$ cat src/rtl/alu_arbiter.sv
// Two-requester round-robin front end for a shared ripple-carry ALU: latches one
// operation, holds the ALU inputs for a settle window, then returns the result.
module alu_arbiter #(
  parameter int unsigned SETTLE_CYCLES = 4,
  parameter int unsigned CNT_W         = 8
) (
  input  logic        clk,
  input  logic        reset,

  input  logic        req0_valid,
  output logic        req0_ready,
  input  logic [31:0] req0_a,
  input  logic [31:0] req0_b,
  input  logic [2:0]  req0_op,

  input  logic        req1_valid,
  output logic        req1_ready,
  input  logic [31:0] req1_a,
  input  logic [31:0] req1_b,
  input  logic [2:0]  req1_op,

  output logic [31:0] alu_a,
  output logic [31:0] alu_b,
  output logic [2:0]  alu_op,
  input  logic [31:0] alu_out,
  input  logic        alu_carry,
  input  logic        alu_over,
  input  logic        alu_zero,

  output logic        rsp_valid,
  input  logic        rsp_ready,
  output logic        rsp_id,
  output logic [31:0] rsp_result,
  output logic        rsp_carry,
  output logic        rsp_over,
  output logic        rsp_zero,

  output logic        busy
);

  localparam int unsigned DATA_W = 32;
  localparam int unsigned OP_W   = 3;

  localparam logic [OP_W-1:0] OP_ADD = OP_W'(0);
  localparam logic [OP_W-1:0] OP_SUB = OP_W'(1);
  localparam logic [OP_W-1:0] OP_SLT = OP_W'(3);

  localparam logic [CNT_W-1:0] CNT_LAST = CNT_W'(SETTLE_CYCLES - 1);

  typedef enum logic [1:0] {
    ST_IDLE   = 2'd0,
    ST_SETTLE = 2'd1,
    ST_RESP   = 2'd2
  } state_t;

  state_t            state;
  state_t            state_next;
  logic              last_grant;
  logic              op_id;
  logic [CNT_W-1:0]  cnt;
  logic              grant0;
  logic              grant1;
  logic              accept;
  logic              capture;
  logic              cap_carry;
  logic              cap_over;

  // State register
  always_ff @(posedge clk) begin
    if (reset) begin
      state <= ST_IDLE;
    end else begin
      state <= state_next;
    end
  end

  // Next state and grant; the loser of a tie is whoever was served last
  always_comb begin
    state_next = state;
    grant0     = 1'b0;
    grant1     = 1'b0;
    capture    = 1'b0;
    case (state)
      ST_IDLE: begin
        grant0 = req0_valid && (!req1_valid || last_grant);
        grant1 = req1_valid && (!req0_valid || !last_grant);
        if (grant0 || grant1) begin
          state_next = ST_SETTLE;
        end
      end
      ST_SETTLE: begin
        if (cnt == CNT_LAST) begin
          capture    = 1'b1;
          state_next = ST_RESP;
        end
      end
      ST_RESP: begin
        if (rsp_ready) begin
          state_next = ST_IDLE;
        end
      end
      default: state_next = ST_IDLE;
    endcase
    if (reset) begin
      state_next = ST_IDLE;
      grant0     = 1'b0;
      grant1     = 1'b0;
      capture    = 1'b0;
    end
  end

  assign req0_ready = grant0;
  assign req1_ready = grant1;
  assign accept     = grant0 || grant1;

  // Only arithmetic ops carry meaningful flags; SLT keeps overflow only
  always_comb begin
    cap_carry = 1'b0;
    cap_over  = 1'b0;
    case (alu_op)
      OP_ADD, OP_SUB: begin
        cap_carry = alu_carry;
        cap_over  = alu_over;
      end
      OP_SLT: begin
        cap_over = alu_over;
      end
      default: begin
        cap_carry = 1'b0;
        cap_over  = 1'b0;
      end
    endcase
  end

  // Operand latch and settle counter; alu_* keep the last op to avoid toggling
  always_ff @(posedge clk) begin
    if (reset) begin
      alu_a      <= '0;
      alu_b      <= '0;
      alu_op     <= '0;
      op_id      <= 1'b0;
      last_grant <= 1'b1;
      cnt        <= '0;
    end else if (accept) begin
      alu_a      <= grant1 ? req1_a  : req0_a;
      alu_b      <= grant1 ? req1_b  : req0_b;
      alu_op     <= grant1 ? req1_op : req0_op;
      op_id      <= grant1;
      last_grant <= grant1;
      cnt        <= '0;
    end else if (state == ST_SETTLE) begin
      cnt <= cnt + CNT_W'(1);
    end
  end

  // Response channel: fields only change at capture, so they hold through RESP
  always_ff @(posedge clk) begin
    if (reset) begin
      rsp_valid  <= 1'b0;
      busy       <= 1'b0;
      rsp_id     <= 1'b0;
      rsp_result <= '0;
      rsp_carry  <= 1'b0;
      rsp_over   <= 1'b0;
      rsp_zero   <= 1'b0;
    end else begin
      rsp_valid <= (state_next == ST_RESP);
      busy      <= (state_next != ST_IDLE);
      if (capture) begin
        rsp_id     <= op_id;
        rsp_result <= DATA_W'(alu_out);
        rsp_carry  <= cap_carry;
        rsp_over   <= cap_over;
        rsp_zero   <= alu_zero;
      end
    end
  end

endmodule

$ cat config.mk
export PLATFORM = sky130hd
export DESIGN_NAME = alu_arbiter
export DESIGN_NICKNAME = d
export VERILOG_FILES = /design/src/rtl/alu_arbiter.sv
export SDC_FILE = /design/constraint.sdc
export NUM_CORES = 1
export LEC_CHECK = 0
export ABC_CLOCK_PERIOD_IN_PS = 2000
export CAP_MARGIN = 10
export CELL_PAD_IN_SITES_DETAIL_PLACEMENT = 1
export CELL_PAD_IN_SITES_GLOBAL_PLACEMENT = 1
export CORE_ASPECT_RATIO = 0.8
export CORE_UTILIZATION = 29
export CTS_BUF_LIST = sky130_fd_sc_hd__clkbuf_8
export CTS_CLUSTER_DIAMETER = 30
export DETAILED_ROUTE_END_ITERATION = 8
export PLACE_DENSITY = 0.94
export SKIP_CTS_REPAIR_TIMING = 1
export SLEW_MARGIN = 20
export SYNTH_ARGS = -nofsm -noshare
export SYNTH_HDL_FRONTEND = slang
export SYNTH_SLANG_ARGS = --single-unit
$ cat constraint.sdc
create_clock -name clk -period 2 [get_ports clk]
set_clock_uncertainty 0.1 [all_clocks]
set_input_delay 0.4 -clock clk [delete_from_list [all_inputs] [get_ports clk]]
set_output_delay 0.4 -clock clk [all_outputs]
set_load 0.01 [all_outputs]
# Word-level counts from Yosys, hierarchy flattened
# Cells that the tools add are included.
dict set report word_totals {
  register_bits 117
  input_bits 174
  out_inout_bits 107
  wordCells 53
}
dict set report classes {
  add_sub_neg 1
  eq_ne 6
  n_mux 17
  n_reduce_logical 15
}
# operator n
set ops {}
lappend ops {{32-bit 2-to-1 mux} 2}
lappend ops {{1-bit 2-to-1 mux} 9}
lappend ops {{8-bit by 1-bit adder with 8-bit output (second input constant)} 1}
lappend ops {{8-bit by 2-bit equality test with 1-bit output (second input constant)} 1}
lappend ops {{2-bit 2-to-1 mux} 4}
lappend ops {{2-bit one-hot mux with 3 select lines} 1}
lappend ops {{2-bit equality test (second input constant)} 2}
lappend ops {{1-bit logical OR} 4}
lappend ops {{2-bit OR reduction} 2}
lappend ops {{3-bit by 1-bit equality test with 1-bit output (second input constant)} 1}
lappend ops {{3-bit by 2-bit equality test with 1-bit output (second input constant)} 1}
lappend ops {{1-bit logical NOT} 3}
lappend ops {{3-bit logical NOT} 1}
lappend ops {{3-bit 2-to-1 mux} 1}
lappend ops {{3-bit OR reduction} 1}
lappend ops {{2-bit by 1-bit equality test with 1-bit output (second input constant)} 1}
lappend ops {{1-bit logical AND} 2}
lappend ops {{2-bit logical NOT} 1}
lappend ops {{2-bit nonzero test} 1}

# Logic depth before layout (Yosys ltp)
# Gate-level depths: netlist of run 1.
dict set report depth {
  word_depth 8
  depth_mapped 6
  ltp_nobuf 4
}

# Worst setup path before layout of run 1
# OpenSTA, ideal clock, no wires.
dict set report synth_path {
  path_kind {in2out}
  start {in req1_valid}
  end {out req1_ready}
  arrival_time_ps 1344
  required_time_ps 1500
  slack_ps 156
  cell_stages 5
  n_path_buf 2
  cell_sequence {or3b_1 > clkbuf_1 > or2_1 > buf_6 > inv_1}
}
dict set report synth_between {
  elab_chain_len 3
}
# element line_no
set synth_lines {}
lappend synth_lines {{start, declared} 16} ;# input logic req1_valid,
lappend synth_lines {{1-bit logical AND} 86} ;# grant1 = req1_valid && (!req0_valid || !last_grant);
lappend synth_lines {{1-bit 2-to-1 mux} 83} ;# case (state)
lappend synth_lines {{1-bit 2-to-1 mux} 104} ;# if (reset) begin
lappend synth_lines {{end, declared} 17} ;# output logic req1_ready,
# Every way passes these cells.

# Worst setup path after layout of run 1
dict set report layout_path {
  start {reg state[1]}
  end {out req1_ready}
}
dict set report layout_between {
  elab_chain_len 3
}
# element line_no
set layout_lines {}
lappend layout_lines {{start, declared} 56} ;# state_t state;
lappend layout_lines {{start signal, assigned} 73} ;# state <= state_next;
lappend layout_lines {{2-bit logical NOT} 83}
lappend layout_lines {{1-bit 2-to-1 mux} 83}
lappend layout_lines {{1-bit 2-to-1 mux} 104}
# Every way passes these cells.

==> results of run 1 <==
[registers in the layout, indices dropped and copies added (netlist names)]
register	count
alu_a	32
alu_b	32
alu_op	3
busy	1
cnt	8
last_grant	1
op_id	1
rsp_carry	1
rsp_id	1
rsp_over	1
rsp_result	32
rsp_valid	1
rsp_zero	1
state	2
[worst max path at each step]
stage	end	slack, ns	cells past startpoint
6_report	req1_ready	-0.08	4
3_5_place_dp	req1_ready	-0.85	5
2_1_floorplan	req1_ready	0.16	5
5_1_grt	req1_ready	-0.16	4
3_3_place_gp	req1_ready	-0.86	5
4_1_cts	req1_ready	-0.86	5
[kinds of logic (layout without fill, tap and decap cells)]
| kind of cell | Yosys count | count (layout) | synth area share, % |
|---|---|---|---|
| AND/OR/NAND/NOR | 191 | 191 | 20.2 |
| AO/OA/AOI/OAI | 202 | 202 | 27.6 |
| XOR/XNOR | 2 | 2 | 0.319 |
| buffers and inverters | 114 | 369 | 8.69 |
| multiplexers | 2 | 2 | 0.364 |
| flip-flops | 117 | 117 | 42.6 |
| adder cells (fa/ha/maj) | 1 | 1 | 0.227 |
[report_power, final]
| part | internal, mW | switching (mW) | leakage (nW) |
|---|---|---|---|
| sequential | 2.44 | 0.0712 | 0.955 |
| clock | 1.45 | 1.07 | 0.228 |
| combinational | 0.654 | 0.531 | 1.91 |
| total | 4.54 | 1.67 | 3.09 |
[placed cells by master (no fill, tap or decap), types with 10 or more instances in the layout]
master	count
o31ai_1	82
clkdlybuf4s50_1	274
a221o_1	21
buf_4	24
buf_12	10
a311oi_1	45
inv_1	22
nand4_1	82
dfxtp_1	114
nor3_1	68
clkbuf_8	19
a21oi_1	41
[worst max-delay path: stages (launching register included)]
cell,delay [ns]
dfxtp_2,0.34
or3b_4,0.39
or2_4,0.26
inv_4,0.06
buf_6,0.10
[area by class of cell]
class	instances	area, um^2	area share, %
well taps	253	317	3.47
inverters	24	92.6	1.01
clock inverters	13	194	2.13
repair buffers	313	3180	34.9
multi-input cells	398	2730	29.9
clock buffers	19	262	2.87
flip-flops and latches	117	2350	25.7
[layer usage]
metal	global-route usage, %	vias to the layer above
li1	-	2978
met1	27.4	3182
met2	39.3	275
met3	7.45	65
met4	11.4	0
met5	0	-
[per-stage QoR]
stage,setup WS [ns],hold WS [ns],setup TNS (ns)
2_1_floorplan,0.156,0.326,0
3_3_place_gp,-0.863,0.351,-28.79
3_5_place_dp,-0.850,0.364,-30.08
4_1_cts,-0.863,0.362,-1.75
5_1_grt,-0.157,0.376,-0.266
6_report,-0.0793,0.375,-0.105
==> out/metrics.cfg, run 1 <==
[outcome]
status=complete, but fails checks
violations=negative setup slack

[timing]
fin_crit_sh_pct=104
relSlewSlack_pct=37.9
clock.fmax_mhz=481
tightest_slew_ns=0.932
period_minus_slack_ns=2.08
fin_ws_ns=-0.0793
rsz0062_at_grt=yes
drv_slew=0
hold_violations=0
setup_viol_count_final=2

[die]
io_pins=281
die-area_um2=19500
die_width_um=156
initial_core_util_pct=30.0
die_h_um=125
rows=44
core-area_um2=18300

[clock_tree]
cts_tree=yes
clockBufferDepth=2
cts_made_buffers=17
clk_pin_slew_ns=0.08
cts_htree_levels=4
clockRootBuffer=clkbuf_8
cts_sinks=117
clk_latency_ns=0.44

[synth]
ys_ff_latch=117
synth_nets=804
avgSynthCellArea_um2=8.74
synthDistinctLibCells=43
yosysMostFrequentCell=dfxtp_1
synth_ff_type=dfxtp_1
async_reset_ff_share_pct=0
synth_top_area_share_pct=42.6
yosys-top-cells-area=dfxtp_1 (43%), o31ai_1 (11%), nand4_1 (9.3%)
synthesis.area_um2=5500
seq_area_frac_synth_pct=42.6
synth-edff-count=0
synthCells=629
yosys.area.top_type=dfxtp_1
synthTopCellsByCount=dfxtp_1 (117), nand4_1 (82), o31ai_1 (82), clkbuf_1 (69), nor3_1 (69)
ys_warn_count=0

[routing]
via_per_inst=5.72
drt_iter0_drc=341
routedWlPerCell_um=20.5
wl_met2_um=11100
routed_wl_um=23300
dr_total_vias=6500
ant_nets=0
routed.top_layer=met4
remaining_drc_errors=0
drt_pass1_iterations=4
wl_met1_um=9380
dr_wl_met3_um=1980

[worst_setup_path]
reg2reg_depth=5
reg2reg_to=alu_b[25]$_SDFFE_PP0P_
path_class=reg2out
critPathMaxFanout=3
endpoint_kind=primary output
critPathArrivalTime_ns=1.58
reg2reg_from=state[1]$_SDFF_PP0_
r2r_setup_slack_ns=0.07
worst_ep_required_time_ns=1.50
crit_path_start_kind=register
crit_start=state[1]$_SDFF_PP0_

[power_and_ir_drop]
ir_drop_uv=383
p_total_mw=6.21
powerDensity_nw_per_um2=681
p_leak_nw=3.09

[cells_and_area]
fin_util_pct=49.8
syn2layout_area_growth_pct=65.9
fin_nets=1046
drive_above_1_share_pct=10.2
instances_no_fill=1137
fill_cells=2074
final_cell_area_um2=9120
diodes=0

[worst_hold_path]
hold_end=rsp_result[22]$_SDFFE_PP0P_
hp-class=reg2reg
min_from=rsp_result[22]$_SDFFE_PP0P_
hold_depth=2

[grt]
antenna_found_initial=0
track_usage_pct=23.6
grt_pass1_wl_um=36500
grt_max_degree=93
grt.overflow.total=0
grt_pass1_vias=6807

[placement]
io_buffers=280
place_inst=1104
dp_hpwl_um=15600
placed_cell_area_um2=8630
routabilityCongestion=0.761

[flow_run]
maxCapViolations=0

(Power assumes the default switching activity.)
==> inputs of run 2 (changes only) <==
==> constraint.sdc (replaced) <==
create_clock -name clk -period 2 [get_ports clk]
set_clock_uncertainty 0.1 [all_clocks]
set_input_delay 0.2 -clock clk [delete_from_list [all_inputs] [get_ports clk]]
set_output_delay 0.2 -clock clk [all_outputs]
set_load 0.005 [all_outputs]
==> run 2 against run 1 <==
The flow now finishes without violations. Total power rose by 2.7%. Via count fell by 0.89%. Global-route usage rose by 0.27 points. Wire length fell by 0.14%. Clock power rose by 7.9%. Critical endpoint is now alu_b[17]$_SDFFE_PP0P_. Highest routed layer unchanged.
==> out/metrics.cfg, run 2 (same netlist as run 1, synthesis figures left out) <==
[timing]
period_minus_slack_ns=1.91
clock.fmax_mhz=524
fin_crit_sh_pct=95.4
setup_viol_count_final=0
tightest_slew_ns=0.926
timing.hold.ws_ns=0.135
hold_violations=0
finalSetupTns_ns=0
relSlewSlack_pct=38.2
drv_slew=0

[cells_and_area]
fin_util_pct=49.9
fill_cells=2087
fin_nets=1044
diodes=0
final_cell_mix=clkdlybuf4s50_1 (277), dfxtp_1 (116), nand4_1 (82), o31ai_1 (78), nor3_1 (67)
final_common_cell=clkdlybuf4s50_1
top_regs=alu_a x32, alu_b x32, rsp_result x32
drive_above_1_share_pct=10.2
syn2layout_area_growth_pct=66.3
final_cell_area_um2=9150

[worst_setup_path]
crit_path_start_kind=register
critPathMaxFanout=68
worst_ep_required_time_ns=2.23
crit_start=state[1]$_SDFF_PP0_
endpoint_kind=register
reg2reg_depth=4
r2r_setup_slack_ns=0.09
path_class=reg2reg
reg2reg_from=state[1]$_SDFF_PP0_
critPathArrivalTime_ns=2.13
reg2reg_to=alu_b[17]$_SDFFE_PP0P_

[placement]
placed_cell_area_um2=8620
routabilityCongestion=0.793
dp_hpwl_um=15600
io_buffers=280

[routing]
remaining_drc_errors=0
drt_pass1_iterations=5
via_per_inst=5.68
drt_iter0_drc=361
routed_wl_um=23200
routedWlPerCell_um=20.5
ant_nets=0
dr_total_vias=6442

[worst_hold_path]
min_from=reset
hold_end=rsp_carry$_SDFFE_PP0P_
hold_depth=3
hp-class=in2reg

[power_and_ir_drop]
p_leak_nw=3.06
powerDensity_nw_per_um2=698
ir_drop_uv=419
p_total_mw=6.38

[grt]
track_usage_pct=23.9
grt_pass1_vias=6731
antenna_found_initial=0
grt_max_degree=93
grt_pass1_wl_um=37000
grt.overflow.total=0

[outcome]
status=finished clean

[die]
die_h_um=125
initial_core_util_pct=30.0
rows=44
die-area_um2=19500
io_pins=281
core-area_um2=18300
die_width_um=156

[clock_tree]
clockBufferDepth=2
cts_made_buffers=17
clockRootBuffer=clkbuf_8
clk_pin_slew_ns=0.08
cts_tree=yes
cts_sinks=117
clk_latency_ns=0.45
cts_htree_levels=4

[flow_run]
maxCapViolations=0

==> run 2: area by class of cell <==
| type | instances | area (um^2) | area share, % |
|---|---|---|---|
| clock buffers | 17 | 234 | 2.56 |
| well taps | 253 | 317 | 3.46 |
| repair buffers | 311 | 3160 | 34.5 |
| clock inverters | 15 | 249 | 2.72 |
| multi-input cells | 398 | 2760 | 30.1 |
| flip-flops and latches | 117 | 2340 | 25.6 |
| inverters | 24 | 92.6 | 1.01 |
==> run 2: critical path, cell delays in order (launching register included) <==
cell and delay (ns):
dfxtp_1 0.40, or3b_4 0.15, buf_4 0.61, nor3_1 0.14, a221o_1 0.30
==> run 2: worst max-delay path by stage <==
stage                                        endpoint
after floorplan           rsp_result[10]$_SDFFE_PP0P_
after global placement                     req1_ready
after detailed placement                   req1_ready
after CTS                                  req1_ready
after global routing            alu_b[7]$_SDFFE_PP0P_
final                          alu_b[17]$_SDFFE_PP0P_
==> run 2: power breakdown <==
group          switching (mW)  internal [mW]
Clock                    1.10           1.62
Sequential             0.0699           2.44
Combinational           0.493          0.655
Total                    1.67           4.72
==> run 2: metrics by stage <==
stage	cells	worst slack (ns)
CTS	1134	-0.593
floorplan	629	0.172
finish	1135	0.0911
global placement	1102	-0.432
detailed placement	1102	-0.442
global route	1135	-0.00384
==> run 2: routing by layer <==
metal  vias to the layer above  routed length [um]  global-route usage, %
met1                      3161                9410                   27.8
met2                       270               11200                   40.3
met3                        36                2120                   8.70
met4                         0                 474                   7.90
met5                         -                   0                      0
li1                       2975                   -                      -
==> inputs of run 3 (changes only) <==
--- a/config.mk
+++ b/config.mk
@@ -5,7 +5,7 @@
 export SDC_FILE = /design/constraint.sdc
 export NUM_CORES = 1
 export LEC_CHECK = 0
-export ABC_CLOCK_PERIOD_IN_PS = 2000
+export ABC_CLOCK_PERIOD_IN_PS = 1770
 export CAP_MARGIN = 10
 export CELL_PAD_IN_SITES_DETAIL_PLACEMENT = 1
 export CELL_PAD_IN_SITES_GLOBAL_PLACEMENT = 1
==> constraint.sdc (replaced) <==
create_clock -name clk -period 1.77 [get_ports clk]
set_clock_uncertainty 0.1 [all_clocks]
set_input_delay 0.177 -clock clk [delete_from_list [all_inputs] [get_ports clk]]
set_output_delay 0.177 -clock clk [all_outputs]
set_load 0.005 [all_outputs]
==> run 3 against run 2 <==
The run now ends with negative setup slack left. Via count up 3.8%. First-iteration DRC count fell by 19%. Combinational power up 21%. Final area grew 7.2%. Fmax decreased by 0.54%. Core utilization is 3.6 points higher. Global-route usage grew 0.44 points. Critical path depth rose by 1. Sequential power rose by 13%. Hold slack got worse by 0.058 ns.
==> out/metrics.cfg, run 3 (same netlist as run 1, synthesis figures left out) <==
[outcome]
status=complete, but fails checks
violations=negative setup slack

[grt]
grt.overflow.total=0
track_usage_pct=24.3
antenna_found_initial=0
grt_max_degree=71
grt_pass1_wl_um=37100
grt_pass1_vias=6845

[cells_and_area]
top_regs=alu_a x32, alu_b x32, rsp_result x32
regArea_um2=2350
multi_input_area_um2=3200
diodes=0
final_cell_mix=clkdlybuf4s50_1 (276), dfxtp_1 (113), nand4_1 (82), nor3_1 (68), o31ai_1 (52)
fill_cells=2006
final_cell_area_um2=9810
syn2layout_area_growth_pct=78.4
final_common_cell=clkdlybuf4s50_1
instances_no_fill=1166
drive_above_1_share_pct=18.1
fin_util_pct=53.5
fin_nets=1075

[die]
rows=44
die_h_um=125
io_pins=281
die-area_um2=19500
initial_core_util_pct=30.0
core-area_um2=18300
die_width_um=156

[worst_setup_path]
cp_slowest_cell=or4b_4
worst_ep_required_time_ns=2.00
path_delay_family=simple AND/OR/NAND/NOR gates
r2r_setup_slack_ns=-0.15
critPathMaxStageDelay_ns=0.59
cp_cell_sequence=ha_4, or4b_4, buf_6, o31ai_1, a21oi_1
reg2reg_to=rsp_result[29]$_SDFFE_PP0P_
reg2reg_from=cnt[1]$_SDFFE_PP0P_
path_class=reg2reg
critPathMaxFanout=9
crit_path_start_kind=register
path_buf_inv=1
endpoint_kind=register
reg2reg_depth=5
critPathArrivalTime_ns=2.15

[routing]
drt_pass1_iterations=4
via_per_inst=5.74
remaining_drc_errors=0
ant_nets=0
drt_iter0_drc=292
routed_wl_um=26500
dr_total_vias=6689
routedWlPerCell_um=22.7

[timing]
setup_viol_count_final=58
drv_slew=0
rsz0062_at_grt=yes
hold_violations=0
relSlewSlack_pct=51.2
clock.fmax_mhz=521
period_minus_slack_ns=1.92
fin_ws_ns=-0.149
fin_crit_sh_pct=108
timing.hold.ws_ns=0.0767
tightest_slew_ns=0.732

[placement]
placed_cell_area_um2=8760
io_buffers=280
routabilityCongestion=0.806
dp_hpwl_um=16600
place_inst=1122

[clock_tree]
clockRootBuffer=clkbuf_8
cts_tree=yes
cts_sinks=117
clk_pin_slew_ns=0.09
clk_latency_ns=0.45
clockBufferDepth=2
cts_htree_levels=4
cts_made_buffers=17

[power_and_ir_drop]
powerDensity_nw_per_um2=689
ir_drop_uv=349
p_leak_nw=3.26

[worst_hold_path]
hold_end=cnt[4]$_SDFFE_PP0P_
hp-class=in2reg
min_from=reset
hold_depth=4

[flow_run]
maxCapViolations=0

[run 3: cell types whose count changed in the layout (fill, tap and decap cells not counted), moves of 4 or more]
cell       before  now
o31ai_1        78   52
buf_4          21   42
o31ai_4         0   25
clkbuf_16       0    4
buf_6           2    7
bufinv_16       6    2
a21oi_1        41   31
a21oi_2         1   11
[run 3: area by class of cell]
| class | count | share of cell area (%) |
|---|---|---|
| timing repair buffer | 342 | 35.3 |
| clock buffer | 17 | 2.38 |
| inverter | 24 | 0.918 |
| sequential | 117 | 24.0 |
| clock inverter | 15 | 1.59 |
| multi-input combinational | 398 | 32.6 |
| tap | 253 | 3.23 |
[run 3: power by group]
group | switching [mW] | total [mW] | internal, mW
sequential | 0.0805 | 2.84 | 2.76
combinational | 0.610 | 1.39 | 0.778
clock | 1.28 | 2.54 | 1.26
[run 3: worst max path at each step]
stage                              from  depth (start not counted)                          end  slack (ns)
floorplan           cnt[4]$_SDFFE_PP0P_                          6  rsp_result[10]$_SDFFE_PP0P_       0.004
global placement             req1_valid                          5                   req1_ready       -0.60
detailed placement           req1_valid                          5                   req1_ready       -0.59
CTS                 state[0]$_SDFF_PP0_                          4                   req1_ready       -0.79
global route        cnt[0]$_SDFFE_PP0P_                          5  rsp_result[19]$_SDFFE_PP0P_       -0.22
finish              cnt[1]$_SDFFE_PP0P_                          5  rsp_result[29]$_SDFFE_PP0P_       -0.15
[run 3: per-layer routing]
metal  track usage [%]  share of wire [%]
met5                 0                  0
met4              10.3                4.0
met3              7.97                8.6
met2              41.4                 50
met1              27.8                 38
[run 3: per-stage QoR]
step	worst slack, ns	power [mW]	TNS [ns]
after floorplan	0.00381	3.34	0
after global placement	-0.602	4.18	-29.11
after detailed placement	-0.593	4.21	-30.71
after CTS	-0.793	6.73	-11.44
after global routing	-0.216	7.06	-7.13
final	-0.149	6.76	-2.84
[run 3: worst min-delay path: stages]
cell,delay [ns]
buf_4,0.11
buf_4,0.13
a211o_1,0.10
mux2i_1,0.06
